<file path="config.mk">
export PLATFORM = sky130hd
export DESIGN_NAME = annunciator_arbiter
export DESIGN_NICKNAME = d
export VERILOG_FILES = /design/src/rtl/annunciator_arbiter.sv
export SDC_FILE = /design/constraint.sdc
export NUM_CORES = 1
export LEC_CHECK = 0
export ABC_AREA = 1
export CAP_MARGIN = 15
export CORE_MARGIN = 4
export CORE_UTILIZATION = 54
export CTS_CLUSTER_SIZE = 40
export DETAILED_ROUTE_END_ITERATION = 10
export PLACE_DENSITY = 0.85
export REMOVE_ABC_BUFFERS = 1
export SYNTH_ARGS = -nofsm -noshare
export SYNTH_HDL_FRONTEND = slang
export SYNTH_SLANG_ARGS = --single-unit
</file>
<file path="constraint.sdc">
create_clock -name clk_1Hz -period 2.2 [get_ports clk_1Hz]
set_input_delay 0.33 -clock clk_1Hz [delete_from_list [all_inputs] [get_ports clk_1Hz]]
set_output_delay 0.33 -clock clk_1Hz [all_outputs]
set_load 0.02 [all_outputs]
</file>
<file path="src/rtl/annunciator_arbiter.sv">
`default_nettype none
// ============================================================================
// Module   : annunciator_arbiter
// Brief    : Arbitrates the single LED indicator between hourly chime, timer
//            expiry and alarm; sequences blink sessions, ack and snooze.
// Revision : 1.0  initial release
// ============================================================================
module annunciator_arbiter #(
    parameter int ALARM_TOGGLES = 60,
    parameter int TIMER_TOGGLES = 10,
    parameter int SNOOZE_SECS   = 300
) (
    input  logic       clk_1Hz,
    input  logic       reset,
    input  logic [5:0] hour,
    input  logic [5:0] minute,
    input  logic [5:0] second,
    input  logic       alarm_en,
    input  logic [5:0] alarm_hour,
    input  logic [5:0] alarm_minute,
    input  logic       timer_done,
    input  logic       ack,
    input  logic       snooze,
    output logic       LED,
    output logic [1:0] active_src,
    output logic       snooze_active
);

    localparam int c_REM_MAX0 = (ALARM_TOGGLES > TIMER_TOGGLES) ? ALARM_TOGGLES : TIMER_TOGGLES;
    localparam int c_REM_MAX  = (c_REM_MAX0 > 24) ? c_REM_MAX0 : 24;
    localparam int c_REM_W    = $clog2(c_REM_MAX + 1);
    localparam int c_SNZ_W    = $clog2(SNOOZE_SECS + 1);

    localparam logic [c_REM_W-1:0] c_ALARM_LOAD = c_REM_W'(ALARM_TOGGLES);
    localparam logic [c_REM_W-1:0] c_TIMER_LOAD = c_REM_W'(TIMER_TOGGLES);
    localparam logic [c_REM_W-1:0] c_REM_ONE    = c_REM_W'(1);
    localparam logic [c_SNZ_W-1:0] c_SNZ_LOAD   = c_SNZ_W'(SNOOZE_SECS);
    localparam logic [c_SNZ_W-1:0] c_SNZ_ONE    = c_SNZ_W'(1);

    // State codes double as the active_src encoding.
    localparam logic [1:0] S_IDLE  = 2'b00;
    localparam logic [1:0] S_CHIME = 2'b01;
    localparam logic [1:0] S_TIMER = 2'b10;
    localparam logic [1:0] S_ALARM = 2'b11;

    logic [1:0]         r_state;
    logic [1:0]         w_state_nx;
    logic               r_led;
    logic               w_led_nx;
    logic [c_REM_W-1:0] r_rem;
    logic [c_REM_W-1:0] w_rem_nx;

    logic               r_chime_pend;
    logic               r_timer_pend;
    logic               r_alarm_pend;
    logic               w_chime_pend_nx;
    logic               w_timer_pend_nx;
    logic               w_alarm_pend_nx;
    logic [4:0]         r_chime_cnt;
    logic [4:0]         w_chime_cnt_nx;
    logic [4:0]         w_h12;
    logic [4:0]         w_chime_load;

    logic               r_snooze_active;
    logic               w_snooze_active_nx;
    logic [c_SNZ_W-1:0] r_snooze_cnt;
    logic [c_SNZ_W-1:0] w_snooze_cnt_nx;

    logic               w_chime_trig;
    logic               w_alarm_match;
    logic               w_snooze_expire;
    logic               w_alarm_trig;
    logic               w_alarm_ready;
    logic               w_session_last;
    logic               w_grant_alarm;
    logic               w_grant_timer;
    logic               w_grant_chime;
    logic               w_snooze_arm;

    // ------------------------------------------------------------------
    // Trigger detection
    // ------------------------------------------------------------------
    assign w_chime_trig    = (minute == 6'd0) && (second == 6'd0) && (hour <= 6'd23);
    assign w_alarm_match   = alarm_en && (hour == alarm_hour) && (minute == alarm_minute)
                             && (second == 6'd0);
    // The edge on which the count steps from 1 to 0 is the re-trigger edge.
    assign w_snooze_expire = r_snooze_active && (r_snooze_cnt <= c_SNZ_ONE);
    assign w_alarm_trig    = w_alarm_match || w_snooze_expire;
    // ack withdraws a pending alarm on the same edge, so it must not be granted.
    assign w_alarm_ready   = r_alarm_pend && !ack;
    assign w_session_last  = (r_rem <= c_REM_ONE);

    always_comb begin
        w_h12 = hour[4:0];
        if (hour == 6'd0) begin
            w_h12 = 5'd12;
        end else if (hour > 6'd12) begin
            w_h12 = hour[4:0] - 5'd12;
        end
    end

    assign w_chime_load = w_h12 + w_h12;

    // ------------------------------------------------------------------
    // Next-state logic
    // ------------------------------------------------------------------
    always_comb begin
        w_state_nx    = r_state;
        w_led_nx      = r_led;
        w_rem_nx      = r_rem;
        w_grant_alarm = 1'b0;
        w_grant_timer = 1'b0;
        w_grant_chime = 1'b0;
        w_snooze_arm  = 1'b0;

        case (r_state)
            S_IDLE: begin
                w_led_nx = 1'b0;
                if (w_alarm_ready) begin
                    w_state_nx    = S_ALARM;
                    w_rem_nx      = c_ALARM_LOAD;
                    w_grant_alarm = 1'b1;
                end else if (r_timer_pend) begin
                    w_state_nx    = S_TIMER;
                    w_rem_nx      = c_TIMER_LOAD;
                    w_grant_timer = 1'b1;
                end else if (r_chime_pend) begin
                    w_state_nx    = S_CHIME;
                    w_rem_nx      = c_REM_W'(r_chime_cnt);
                    w_grant_chime = 1'b1;
                end
            end

            S_ALARM: begin
                if (ack || snooze || w_session_last) begin
                    w_state_nx   = S_IDLE;
                    w_led_nx     = 1'b0;
                    w_rem_nx     = '0;
                    w_snooze_arm = snooze && !ack;
                end else begin
                    w_led_nx = ~r_led;
                    w_rem_nx = r_rem - c_REM_ONE;
                end
            end

            S_CHIME, S_TIMER: begin
                // A pending alarm aborts the session; the aborted request is dropped.
                if (w_alarm_ready || w_session_last) begin
                    w_state_nx = S_IDLE;
                    w_led_nx   = 1'b0;
                    w_rem_nx   = '0;
                end else begin
                    w_led_nx = ~r_led;
                    w_rem_nx = r_rem - c_REM_ONE;
                end
            end

            default: begin
                w_state_nx = S_IDLE;
                w_led_nx   = 1'b0;
                w_rem_nx   = '0;
            end
        endcase

        // New requests win over the clear caused by a grant on the same edge.
        w_chime_pend_nx = w_chime_trig || (r_chime_pend && !w_grant_chime);
        w_chime_cnt_nx  = w_chime_trig ? w_chime_load : r_chime_cnt;
        w_timer_pend_nx = timer_done || (r_timer_pend && !w_grant_timer);
        w_alarm_pend_nx = !ack && ((w_alarm_trig && (r_state != S_ALARM))
                                   || (r_alarm_pend && !w_grant_alarm));

        w_snooze_active_nx = r_snooze_active;
        w_snooze_cnt_nx    = r_snooze_cnt;
        if (ack) begin
            w_snooze_active_nx = 1'b0;
            w_snooze_cnt_nx    = '0;
        end else if (w_snooze_arm) begin
            w_snooze_active_nx = 1'b1;
            w_snooze_cnt_nx    = c_SNZ_LOAD;
        end else if (w_snooze_expire) begin
            w_snooze_active_nx = 1'b0;
            w_snooze_cnt_nx    = '0;
        end else if (r_snooze_active) begin
            w_snooze_cnt_nx = r_snooze_cnt - c_SNZ_ONE;
        end
    end

    // ------------------------------------------------------------------
    // State and datapath registers
    // ------------------------------------------------------------------
    always_ff @(posedge clk_1Hz) begin
        if (reset) begin
            r_state         <= S_IDLE;
            r_led           <= 1'b0;
            r_rem           <= '0;
            r_chime_pend    <= 1'b0;
            r_timer_pend    <= 1'b0;
            r_alarm_pend    <= 1'b0;
            r_chime_cnt     <= '0;
            r_snooze_active <= 1'b0;
            r_snooze_cnt    <= '0;
        end else begin
            r_state         <= w_state_nx;
            r_led           <= w_led_nx;
            r_rem           <= w_rem_nx;
            r_chime_pend    <= w_chime_pend_nx;
            r_timer_pend    <= w_timer_pend_nx;
            r_alarm_pend    <= w_alarm_pend_nx;
            r_chime_cnt     <= w_chime_cnt_nx;
            r_snooze_active <= w_snooze_active_nx;
            r_snooze_cnt    <= w_snooze_cnt_nx;
        end
    end

    // ------------------------------------------------------------------
    // Outputs
    // ------------------------------------------------------------------
    always_comb begin
        LED           = r_led;
        active_src    = r_state;
        snooze_active = r_snooze_active;
    end

endmodule

`default_nettype wire
</file>
==> out/results.ini, run 1 <==
[run_status]
outcome = complete, no violations

[timing]
setup_slack_ps = 341.1
slew_headroom_pct = 75.61
rsz0062_at_grt = no
setup_viol = 0
timing.fmax_ghz = 0.5379
min_period_ps = 1859
worst_pin_slew_ps = 364.2
post-route-period-util_pct = 84.50
whs_ps = 452.1
hold_viol = 0
slew_violations = 0
finalClockSkew_ps = 9.183
tns_ps = 0

[power_and_ir_drop]
p_leak_uw = 0.001043
finalPower_uw = 1650
cellPowerDensity_nw_per_um2 = 729.6
vdd_ir_drop_max_uv = 342.1

[clock_network]
cts.clk_slew.worst_paths_ps = 150
cts_inserted_buffers = 3
clk-insertion-delay-late_ps = 320
tritoncts = built
h-tree-depth = 1
cts.sinks = 26
cts_resized = 0
cts_setup_buffers = 0
root_buffer = clkbuf_4
cts_hold_buf = 0
cts.path.max_buffers = 2

[final_layout]
fin_nets = 374
fin_cells = 372
antenna_cells = 0
area_delta_synth_final_pct = 27.61
drive_gt1_share_pct = 4.878

[floorplan]
fp.dieW_microns = 65.28
die_h_microns = 65.28
core_area_sq_um = 3103
row_count = 20
start_util_pct = 57.10
fp.dieArea_sq_um = 4261
pin_count = 40

[global_routing]
grt_pass1_vias = 1728
overflow = 0
grt_pass1_wl_mm = 6.900
grt_usage_pct = 19.99
grt_max_degree = 16
antenna_found_initial = 0

[detailed_routing]
drt-pass1-iter-count = 5
detailroute.via_count = 1813
drt_wl_total_mm = 4.040
drtAntennaViolNets = 0
via_per_inst = 4.874
drtIter0Drc = 89
route.detailed.drc = 0
wire_per_inst_microns = 10.86

[worst_setup_path]
worstPathMaxFanout = 9
slowest_delay_ps = 670
critPathLaunchType = flop
path_class = reg2out
worstPathBufferInverterCount = 1
worstSetupEndpointType = output pin
rrSetupSlack_ps = 610
critical_path_required_ps = 1870
path_cells = clkdlybuf4s50_1
critPathTopFamily = buffers and inverters
cp.arrival_ps = 1530
cp_slowest_cell = clkdlybuf4s50_1

[job]
max-cap-violations = 0

[synthesis]
synth_cell_types = 27
yosys.area.top_type_share_pct = 29.38
synth-seq-cells = 26
yosysTopAreaCell = dfxtp_1
yosys_warnings = 0
synth_area_leaders = dfxtp_1, nand2_1, inv_1
mappedNetlistArea_sq_um = 1772
syn_area_per_cell_sq_um = 6.173
synth-seq-area-share_pct = 29.38
synth_cells = 287

[placed_design]
place_ws_ps = 311.8
placed_cells = 368
place_congestion = 0.9426
dp_hpwl_mm = 3.335
port_buffers = 39

[hold_path]
hold_path.class = reg2reg

## report_power, final
part	total [uW]	internal [uW]	switching, uW
registers	593	531	61.9
clock network	327	184	143
logic	729	303	426
total	1650	1020	631
## through the flow
| stage | instance area [sq um] | util (%) |
|---|---|---|
| 2_1_floorplan | 1763 | - |
| 3_3_place_gp | 2208 | 71.17 |
| 3_5_place_dp | 2208 | 71.17 |
| 4_1_cts | 2261 | 72.86 |
| 5_1_grt | 2261 | 72.86 |
| 6_report | 2261 | 72.86 |
## layout by cell type (no fill, tap or decap), types with 3 or more instances in the layout
master           netlist  final
inv_2                  3      3
nand3_1               14     14
nor2_1                44     44
nand4_1                3      3
o21ai_0               11     11
clkdlybuf4s50_1        0     39
ha_1                   9      9
nand2_1               70     70
xor2_1                 9      9
nor3_1                 6      6
dfxtp_1               26     26
inv_1                 49     49
a21oi_1               26     26
nand2_2                3      3
clkbuf_4               0      3
## worst paths after layout
path / from / end / depth (start not counted)
worst max register to register: r_rem[0] / r_rem[3] / 9
worst max-delay path: snooze_active / snooze_active / 1
worst min register to register: LED / LED / 1
worst min-delay path: LED / LED / 1
## cells by family after synthesis
family | synth area share, %
buffers and inverters | 11.51
AO/OA/AOI/OAI | 12.64
XOR/XNOR | 4.944
adder cells (fa/ha/maj) | 6.356
flip-flops | 29.38
AND/OR/NAND/NOR | 35.17
## cell usage after synthesis
library cell	n
inv_1	49
nand3_1	14
a31oi_1	1
nor2_4	1
ha_1	9
o21ai_0	11
xor2_1	9
nand2_1	70
o31ai_2	1
o211ai_1	1
nand2_2	3
or2_1	1
inv_2	3
buf_2	1
xnor2_1	1
nor3_1	6
clkbuf_1	1
o31ai_1	1
nor2_2	1
dfxtp_1	26
o21ai_1	1
or2_2	1
nor2_1	44
nor3_4	1
nand2_4	1
a21oi_1	26
nand4_1	3
## final cells by class
class / instances / area, sq um
clock buffer: 3 / 22.52
fill: 275 / 842.1
timing repair buffer: 39 / 390.4
tap: 44 / 55.05
inverter: 52 / 195.2
clock inverter: 1 / 30.03
multi-input combinational: 207 / 1047
sequential: 26 / 520.5
## flip-flops by register name, summed over array words and instances, names as in the netlist
register and flops:
r_snooze_cnt 9, r_chime_cnt 4, LED 1, r_chime_pend 1, snooze_active 1, r_rem 6
r_timer_pend 1, active_src 2, r_alarm_pend 1
## metal layers
metal  global-route usage (%)  vias up  share of wire (%)
met5                        0        -                  0
met2                    36.16       53                 49
met1                    24.16      778                 45
li1                         -      976                  -
met3                    3.248        6                5.0
met4                    5.699        0                1.1
Note: power is estimated with default switching activity, not from simulation.
==> run 2: changes to the inputs <==
Settings changed: CORE_UTILIZATION 54 to 50, PLACE_DENSITY 0.85 to 0.79.
Clock period 2.2 ns to 1.87 ns, I/O delays scaled along.
==> run 2 against run 1 <==
Effect of this change:
- setup slack lost 240 ps
- design area shrank 0.28%
- final cell count grew 0.81%
- register-to-register slack lost 310 ps
- global-route usage shrank 0.97 points
- power grew 10%
==> out/results.ini, run 2 (same netlist as run 1, synthesis figures left out) <==
[floorplan]
fp.dieW_microns = 67.53
pin_count = 40
start_util_pct = 52.27
core_area_sq_um = 3390
die_h_microns = 67.53
fp.dieArea_sq_um = 4560
row_count = 21

[hold_path]
hold_path.class = reg2reg

[clock_network]
cts_inserted_buffers = 3
cts_setup_buffers = 0
cts_resized = 0
cts.path.max_buffers = 2
root_buffer = clkbuf_4
cts.clk_slew.worst_paths_ps = 140
h-tree-depth = 1
tritoncts = built
cts_hold_buf = 0
clk-insertion-delay-late_ps = 320
cts.sinks = 26

[detailed_routing]
maxUsedRoutingLayer = met4
wire_per_inst_microns = 10.39
drt_wl_total_mm = 3.896
via_per_inst = 4.717
route.met3.wl_microns = 140
drtAntennaViolNets = 0
met1Wirelength_mm = 1.782
route.detailed.drc = 0
drt-pass1-iter-count = 4
drtIter0Drc = 54
wl_met2_mm = 1.957
detailroute.via_count = 1769

[global_routing]
antenna_found_initial = 0
grt_pass1_vias = 1638
grt_pass1_wl_mm = 6.748
overflow = 0
grt_max_degree = 15
grt_usage_pct = 19.02

[placed_design]
dpl_cell_area_sq_um = 2218
place_ws_ps = 39.65
place_congestion = 0.9359
port_buffers = 39
dp_hpwl_mm = 3.299

[power_and_ir_drop]
vdd_ir_drop_max_uv = 448.3
p_leak_uw = 0.001041
cellPowerDensity_nw_per_um2 = 804.7

[timing]
post-route-period-util_pct = 94.70
setup_viol = 0
whs_ps = 429.5
rsz0062_at_grt = no
worst_pin_slew_ps = 330.7
hold_viol = 0
slew_violations = 0
finalClockSkew_ps = 11.62
slew_headroom_pct = 77.86
min_period_ps = 1771
timing.fmax_ghz = 0.5647
setup_slack_ps = 99.11
tns_ps = 0

[worst_setup_path]
cp.arrival_ps = 1490
worstSetupEndpointType = output pin
slowest_delay_ps = 670
critPathTopFamily = buffers and inverters
path_class = reg2out
worstPathMaxFanout = 9
rrSetupSlack_ps = 300
critical_path_required_ps = 1590
cp_slowest_cell = clkdlybuf4s50_1
path_cells = clkdlybuf4s50_1
worstPathBufferInverterCount = 1
critPathLaunchType = flop

[final_layout]
final_common_cell = nand2_1
area_delta_synth_final_pct = 27.26
most-common-layout-cells = nand2_1, inv_1, nor2_1, clkdlybuf4s50_1
regMostFlops = r_snooze_cnt
biggestRegsByFlops = r_snooze_cnt x9, r_rem x6, r_chime_cnt x4
fin_nets = 375
antenna_cells = 0
drive_gt1_share_pct = 5.167
largest_reg_flops = 9
final_cell_area_sq_um = 2255

[job]
max-cap-violations = 0

[run_status]
outcome = complete, no violations

==> run 2: cell types whose count changed in the layout (fill, tap and decap cells not counted), sizes merged <==
cell	previous run	this run
buf	0	1
clkbuf	3	4
bufinv	1	0
==> run 2: power breakdown <==
group	internal [uW]	total (uW)	switching, uW	leakage (uW)
Clock	119	279	160	0.0000210
Sequential	625	693	67.8	0.000211
Combinational	358	843	484	0.000809
Total	1100	1810	712	0.00104
==> run 2: path summary, 6_finish.rpt <==
kind / start / end / cells after the start
worst max register to register: r_rem[0] / r_rem[3] / 9
worst min-delay path: LED / LED / 1
worst max-delay path: snooze_active / snooze_active / 1
worst min register to register: LED / LED / 1
==> run 2: area by class of cell <==
type,instances,area (sq um)
timing repair buffer,40,397.9
multi-input combinational,207,1047
clock buffer,4,36.28
sequential,26,520.5
fill,316,1135
tap,46,57.56
inverter,52,195.2
==> run 2: routing by layer <==
layer  global-route usage (%)  vias to the layer above
li1                         -                      974
met1                    23.48                      768
met2                    34.26                       25
met3                    4.326                        2
met4                    2.278                        0
met5                        0                        -
==> run 2: per-stage QoR <==
stage | total power [uW] | cells | util (%)
after floorplan | 1299 | 285 | -
after global placement | 1539 | 371 | 65.45
after detailed placement | 1545 | 371 | 65.45
after CTS | 1826 | 375 | 66.52
after global routing | 1970 | 375 | 66.52
final | 1814 | 375 | 66.52
